File: config.mk
export PLATFORM = sky130hd
export DESIGN_NAME = lns_addsub_pipe
export DESIGN_NICKNAME = d
export VERILOG_FILES = /design/src/rtl/lns_addsub_pipe.sv
export SDC_FILE = /design/constraint.sdc
export NUM_CORES = 1
export LEC_CHECK = 0
export BUFFER_PORTS_ARGS = -buffer_cell sky130_fd_sc_hd__clkbuf_2
export CAP_MARGIN = 10
export CORE_ASPECT_RATIO = 0.8
export CORE_MARGIN = 1
export CORE_UTILIZATION = 50
export CTS_BUF_LIST = sky130_fd_sc_hd__clkbuf_4 sky130_fd_sc_hd__clkbuf_8 sky130_fd_sc_hd__clkbuf_16
export DETAILED_ROUTE_END_ITERATION = 12
export GPL_ROUTABILITY_DRIVEN = 0
export PLACE_DENSITY = 0.78
export RECOVER_POWER = 100
export SYNTH_ARGS = -nofsm -noshare
export SYNTH_HDL_FRONTEND = slang
export SYNTH_SLANG_ARGS = --single-unit
export TNS_END_PERCENT = 100
File: constraint.sdc
create_clock -name clk -period 5.4 [get_ports clk]
set_input_delay 0.81 -clock clk [delete_from_list [all_inputs] [get_ports clk]]
set_output_delay 0.81 -clock clk [all_outputs]
set_load 0.01 [all_outputs]
File: src/rtl/lns_addsub_pipe.sv
// Two-stage LNS adder/subtractor driving an external correction LUT.
// S1 aligns the operands and addresses the LUT; S2 applies the correction, saturates and holds the result.
module lns_addsub_pipe #(
    parameter int LW = 16,
    parameter int SH = 6
) (
    input  logic                 clk,
    input  logic                 rst,
    input  logic                 in_valid,
    output logic                 in_ready,
    input  logic                 a_zero,
    input  logic                 a_sign,
    input  logic signed [LW-1:0] a_log,
    input  logic                 b_zero,
    input  logic                 b_sign,
    input  logic signed [LW-1:0] b_log,
    input  logic                 sub,
    output logic                 lut_sel,
    output logic [6:0]           lut_z,
    input  logic signed [10:0]   lut_corr,
    output logic                 out_valid,
    input  logic                 out_ready,
    output logic                 r_zero,
    output logic                 r_sign,
    output logic signed [LW-1:0] r_log,
    output logic                 r_ovf
);

    localparam logic [LW:0] IDX_ADD_MAX = (LW+1)'(127);
    localparam logic [LW:0] IDX_SUB_MAX = (LW+1)'(31);

    logic                 r_s1_valid;
    logic                 r_s1_add;
    logic                 r_s1_a_zero;
    logic                 r_s1_b_zero;
    logic                 r_s1_sign;
    logic signed [LW-1:0] r_s1_log;
    logic [LW:0]          r_s1_d;

    logic                 w_s1_adv;
    logic                 w_accept;
    logic                 w_sb;
    logic                 w_a_large;
    logic                 w_add;
    logic [LW:0]          w_diff;
    logic [LW:0]          w_d;
    logic [LW:0]          w_idx;
    logic                 w_sel_sign;
    logic signed [LW-1:0] w_sel_log;

    assign w_s1_adv  = r_s1_valid && (!out_valid || out_ready);
    assign in_ready  = !r_s1_valid || w_s1_adv;
    assign w_accept  = in_valid && in_ready;
    assign w_sb      = b_sign ^ sub;
    assign w_a_large = (a_log >= b_log);
    assign w_add     = (a_sign == w_sb);
    assign w_diff    = {a_log[LW-1], a_log} - {b_log[LW-1], b_log};
    assign w_d       = w_diff[LW] ? (~w_diff + 1'b1) : w_diff;

    // With exactly one zero operand the S1 "large" slot carries the surviving operand instead.
    always_comb begin
        w_sel_sign = w_a_large ? a_sign : w_sb;
        w_sel_log  = w_a_large ? a_log : b_log;
        if (a_zero) begin
            w_sel_sign = w_sb;
            w_sel_log  = b_log;
        end else if (b_zero) begin
            w_sel_sign = a_sign;
            w_sel_log  = a_log;
        end
    end

    always_ff @(posedge clk or posedge rst) begin
        if (rst) begin
            r_s1_valid  <= 1'b0;
            r_s1_add    <= 1'b0;
            r_s1_a_zero <= 1'b0;
            r_s1_b_zero <= 1'b0;
            r_s1_sign   <= 1'b0;
            r_s1_log    <= '0;
            r_s1_d      <= '0;
        end else begin
            if (w_accept) begin
                r_s1_valid  <= 1'b1;
                r_s1_add    <= w_add;
                r_s1_a_zero <= a_zero;
                r_s1_b_zero <= b_zero;
                r_s1_sign   <= w_sel_sign;
                r_s1_log    <= w_sel_log;
                r_s1_d      <= w_d;
            end else if (w_s1_adv) begin
                r_s1_valid <= 1'b0;
            end
        end
    end

    assign w_idx = r_s1_d >> SH;

    always_comb begin
        lut_sel = 1'b0;
        lut_z   = '0;
        if (r_s1_valid) begin
            lut_sel = r_s1_add;
            if (r_s1_add) begin
                lut_z = (w_idx > IDX_ADD_MAX) ? 7'd127 : w_idx[6:0];
            end else begin
                lut_z = (w_idx > IDX_SUB_MAX) ? 7'd31 : w_idx[6:0];
            end
        end
    end

    logic signed [LW:0]   w_sum;
    logic                 w_pos_ovf;
    logic                 w_neg_ovf;
    logic                 w_nx_zero;
    logic                 w_nx_sign;
    logic signed [LW-1:0] w_nx_log;
    logic                 w_nx_ovf;

    // One guard bit is enough: the 11-bit correction cannot move an LW-bit log past LW+1 bits.
    assign w_sum     = {r_s1_log[LW-1], r_s1_log} + {{(LW-10){lut_corr[10]}}, lut_corr};
    assign w_pos_ovf = !w_sum[LW] && w_sum[LW-1];
    assign w_neg_ovf = w_sum[LW] && !w_sum[LW-1];

    always_comb begin
        w_nx_zero = 1'b0;
        w_nx_sign = r_s1_sign;
        w_nx_log  = w_sum[LW-1:0];
        w_nx_ovf  = 1'b0;
        if ((r_s1_a_zero && r_s1_b_zero) ||
            (!r_s1_a_zero && !r_s1_b_zero && !r_s1_add && (r_s1_d == '0))) begin
            w_nx_zero = 1'b1;
            w_nx_sign = 1'b0;
            w_nx_log  = '0;
        end else if (r_s1_a_zero || r_s1_b_zero) begin
            w_nx_log = r_s1_log;
        end else if (w_pos_ovf) begin
            w_nx_log = {1'b0, {(LW-1){1'b1}}};
            w_nx_ovf = 1'b1;
        end else if (w_neg_ovf) begin
            w_nx_log = {1'b1, {(LW-1){1'b0}}};
            w_nx_ovf = 1'b1;
        end
    end

    always_ff @(posedge clk or posedge rst) begin
        if (rst) begin
            out_valid <= 1'b0;
            r_zero    <= 1'b0;
            r_sign    <= 1'b0;
            r_log     <= '0;
            r_ovf     <= 1'b0;
        end else begin
            if (w_s1_adv) begin
                out_valid <= 1'b1;
                r_zero    <= w_nx_zero;
                r_sign    <= w_nx_sign;
                r_log     <= w_nx_log;
                r_ovf     <= w_nx_ovf;
            end else if (out_ready) begin
                out_valid <= 1'b0;
            end
        end
    end

endmodule

Word level (Yosys, flattened, before mapping)
Index checks and enable logic that the tools add are counted.
Cells by class
  $lt $le $gt $ge: 3
  eq/ne operators: 1
  muxes and demuxes: 26
  add/sub/neg operators: 3
  bitwise operators: 2
  reductions and logical operators: 22
Operator list (count)
  $mux W16: 7
  $mux W7: 4
  $add A16 B11 Y17: 1
  $add A17 B1 Y17 const B: 1
  $logic_not A17 Y1: 1
  $mux W17: 1
  $not A17 Y17: 1
  $sub A16 B16 Y17: 1
  $ge A16 B16 Y1: 1
  $mux W1: 14
  $gt A11 B5 Y1 const B: 1
  $gt A11 B7 Y1 const B: 1
  $logic_and A1 B1 Y1: 8
  $logic_not A1 Y1: 7
  $logic_or A1 B1 Y1: 4
  $reduce_bool A2 Y1: 2
  $eq A1 B1 Y1: 1
  $xor A1 B1 Y1: 1
Word-level totals
  input bits: 52
  logic and storage cells: 69
  flip-flop bits (word level): 58
  output and inout bits: 29

Logic depth before layout (Yosys ltp)
  depth in word-level cells: 7
  mapped depth: 18
  depth with buffers taken out: 17

Least setup slack after synthesis
Ideal clock, no wire load.
  kind: input to register
  start: in lut_corr[0]
  end: reg r_log[11]
  stages: 18
  arrival time: 3.726 ns
  data required time: 5.279 ns
  path slack: 1.552 ns
  buffers on the path: 1
  library setup time: 0.121 ns
  cell sequence: ha_1 -> inv_1 -> fa_1 -> nor2b_1 -> o31a_1 -> o211a_1 -> o31ai_1 -> a21oi_1 -> a31oi_1 -> nand2b_1 -> nand3_1 -> and2_1 -> ha_1 -> nor3_1 -> clkbuf_1 -> o21ai_0 -> o211ai_1 -> nand2_1
On the way
  longest elaborated chain between the ends: 7
  elaborated cells on any way between the ends: 9
  those cells by class: add/sub (1); mux (4); reduce/logical (4)
RTL lines
  from (decl): RTL line 20  | input logic signed [10:0] lut_corr,
  $add A16 B11 Y17 *: RTL line 121  | assign w_sum = {r_s1_log[LW-1], r_s1_log} + {{(LW-10){lut_corr[10]}}, lut_corr};
  $logic_not A1 Y1: RTL line 123  | assign w_neg_ovf = w_sum[LW] && !w_sum[LW-1];
  $logic_and A1 B1 Y1: RTL line 123
  $mux W16: RTL line 140  | end else if (w_neg_ovf) begin
  $mux W16 *: RTL line 137  | end else if (w_pos_ovf) begin
  $mux W16 *: RTL line 135  | end else if (r_s1_a_zero || r_s1_b_zero) begin
  $mux W16 *: RTL line 130  | if ((r_s1_a_zero && r_s1_b_zero) ||
  to (signal assigned): RTL line 158  | r_log <= w_nx_log;
  to (decl): RTL line 25  | output logic signed [LW-1:0] r_log,
Every way passes the cells marked *; elsewhere a longest branch is shown, timed or not.
A chain may end at the register's enable or synchronous reset.

Worst setup path in the final report
  start: in lut_corr[0]
  end: reg r_log[3]
Same word-level chain as after synthesis.

==> impl_metrics.yaml <==
power:
  vdd_drop_max_mv: 0.201
  p_per_area_mw_per_mm2: 354
  cellLeakagePower_nw: 2.59
setup_path:
  cp_cell_sequence: "clkbuf_1 -> ha_1 -> inv_1 -> fa_1 -> nor2b_1 -> o31a_1 -> o211a_1 -> o31ai_1 -> a21oi_1 -> a31oi_1 -> nand2b_1 -> nand3_1 -> and2_0 -> ha_1 -> nor3_1 -> clkbuf_1 -> o21ai_0 -> o211ai_1 -> nand2_1"
  worstSetupStartpointType: "input port"
  crit_arrival_ns: 4.46
  cpPeakStageDelay_ns: 0.39
  cp_max_fo: 8
  cp_slowest_cell: "nor3_1"
  required_ns: 5.61
  cp-end-kind: "flop"
  critical_path_class: "in2reg"
synthesis:
  yosysTopAreaCellShare_pct: 31.2
  yosys_warnings: 0
  yosysUniqueCellTypes: 60
  yosys.area.top_type: "dfrtp_1"
  ys.flop_type: "dfrtp_1"
  synth.most_common_cell: "nand2_1"
  synth_commonest_cells: "nand2_1 (76), o21ai_0 (62), dfrtp_1 (58)"
  syn_nets: 640
  synth_area_leaders: "dfrtp_1 (31%), ha_1 (9.4%), o21ai_0 (6.7%)"
  ys_seq_elements: 58
  async_reset_ff_share_pct: 100
  yosysSeqAreaShare_pct: 31.2
  synth-edff-count: 0
  synth_area_mm2: 0.00465
  syn_area_per_cell_um2: 8.44
  netlist_instances: 551
routing:
  wl_um: 11200
  via_count: 4250
  drt_iter0_drc: 234
  final_antenna_net_count: 0
  drc_errors: 0
  post_drt_via_cell_ratio: 5.74
  routed-wl-met3_um: 685
  dr.pass1.iters: 5
  route.met2.wl_um: 5000
  wl_met1_um: 5350
  wire_per_inst_um: 15.1
  highest_layer: "met4"
sta:
  worstMarginPinSlew_ns: 3.01
  fin_crit_sh_pct: 78.7
  maxSlewViolCount: 131
  setup_viol: 0
  tns_ns: 0
  rsz0062_at_grt: "no"
  period_needed_ns: 4.25
  clock_skew_ns: 0.00675
  fmax_mhz: 235
  slew_headroom_pct: -101
  hold_viol: 0
global_routing:
  grt_max_degree: 72
  antenna_found_initial: 0
  overflow: 0
  grt_pass1_vias: 4008
  grt_use_total_pct: 24.4
  grt_pass1_wl_um: 18200
cells_and_area:
  top_regs: "r_s1_d x17, r_log x16, r_s1_log x16"
  final_net_count: 710
  antenna_cells: 0
  largest_reg_flops: 17
  regMostFlops: "r_s1_d"
  multi_input_area_mm2: 0.00291
  syn2layout_area_growth_pct: 14.5
  finalInstanceArea_mm2: 0.00532
  drive_gt1_share_pct: 11.8
  final-seq-area_mm2: 0.00145
  fillers: 805
clock_tree:
  clock_latency_ns: 0.33
  clock-sinks: 58
  cts.hold.buffers_added: 0
  htree_levels: 3
  cts_tree: "done"
  cts_resized: 0
  root_buffer: "clkbuf_16"
  post_cts_buffers: 0
  ctsLongestPathBuffers: 2
  cts_made_buffers: 9
  clk_pin_slew_worst_paths_ns: 0.05
floorplanning:
  chipWidth_um: 110
  initial_core_util_pct: 51.4
  ios: 81
  core_area_mm2: 0.00904
  dieArea_mm2: 0.00969
  die_h_um: 88.3
  fp-row-count: 31
placed_design:
  io_buffers: 80
  hpwl_um: 8760
  dpl_cell_area_mm2: 0.00509
job:
  maxCapViolCount: 2
outcome:
  status: "finished with violations"
  violations: "capacitance limit, slew limit"
worst_hold_path:
  hp-class: "reg2reg"
[power by group]
| group | switching (mW) | total [mW] | internal [mW] |
|---|---|---|---|
| sequential | 0.0780 | 0.618 | 0.540 |
| clock | 0.203 | 0.587 | 0.383 |
| combinational | 0.401 | 0.679 | 0.278 |
| total | 0.682 | 1.88 | 1.20 |
[kinds of logic after synthesis]
group | after synthesis | synth area share (%)
AOI/OAI and AO/OA | 164 | 23.0
xor gates and xnor gates | 41 | 7.72
adders and majority gates | 37 | 10.3
buffers and inverters | 58 | 5.65
DFF | 58 | 31.2
muxes | 23 | 5.03
and+or+nand+nor | 170 | 17.1
[cells in the final DEF, fill, tap and decap left out, drive strengths merged, types with 17 or more instances in the layout]
| cell type | synthesis | routed |
|---|---|---|
| ha | 35 | 35 |
| nor2 | 29 | 29 |
| mux2i | 20 | 20 |
| xnor2 | 17 | 17 |
| o21ai | 65 | 65 |
| xor2 | 24 | 24 |
| nand2 | 77 | 77 |
| a21oi | 24 | 24 |
| clkbuf | 19 | 94 |
| dfrtp | 58 | 58 |
| inv | 33 | 33 |
[per-layer routing]
| metal | track usage [%] | up-vias |
|---|---|---|
| li1 | - | 2117 |
| met1 | 32.5 | 1995 |
| met2 | 39.9 | 120 |
| met3 | 5.01 | 18 |
| met4 | 7.88 | 0 |
| met5 | 0 | - |
[final cells by class]
class	count	share of cell area, %
Sequential cell	58	27.3
Clock inverter	5	1.18
Inverter	33	2.33
Clock buffer	11	4.75
Multi-Input combinational cell	435	54.6
Timing Repair Buffer	84	7.15
Tap cell	115	2.70
[path summary, 6_finish.rpt]
| path | start | cells past startpoint | to | slack [ns] |
|---|---|---|---|---|
| max in group asynchronous | rst | 3 | r_s1_d[3] | 2.09 |
| max reg2reg | r_s1_log[0] | 18 | r_log[3] | 1.28 |
| max | lut_corr[0] | 19 | r_log[3] | 1.15 |
| min reg2reg | r_log[7] | 2 | r_log[7] | 0.46 |
| min in group asynchronous | rst | 3 | r_log[12] | 1.60 |
| min | r_log[7] | 2 | r_log[7] | 0.46 |
[critical path: cells and delay by family]
kind / cells / cell delay [ns]
adders and majority gates: 3 / 0.66
AOI/OAI and AO/OA: 7 / 1.58
buffers and inverters: 3 / 0.46
and+or+nand+nor: 6 / 0.95
[through the flow]
stage	instances	hold slack, ns	worst slack [ns]	power (mW)	utilization (%)
floorplan	551	0.441	1.55	1.11	-
global placement	725	0.450	1.17	1.29	56.3
detailed placement	725	0.460	1.02	1.32	56.3
CTS	741	0.471	1.33	1.91	59.8
global route	741	0.500	0.893	2.01	58.9
finish	741	0.464	1.15	1.88	58.9
(Power assumes the default switching activity.)
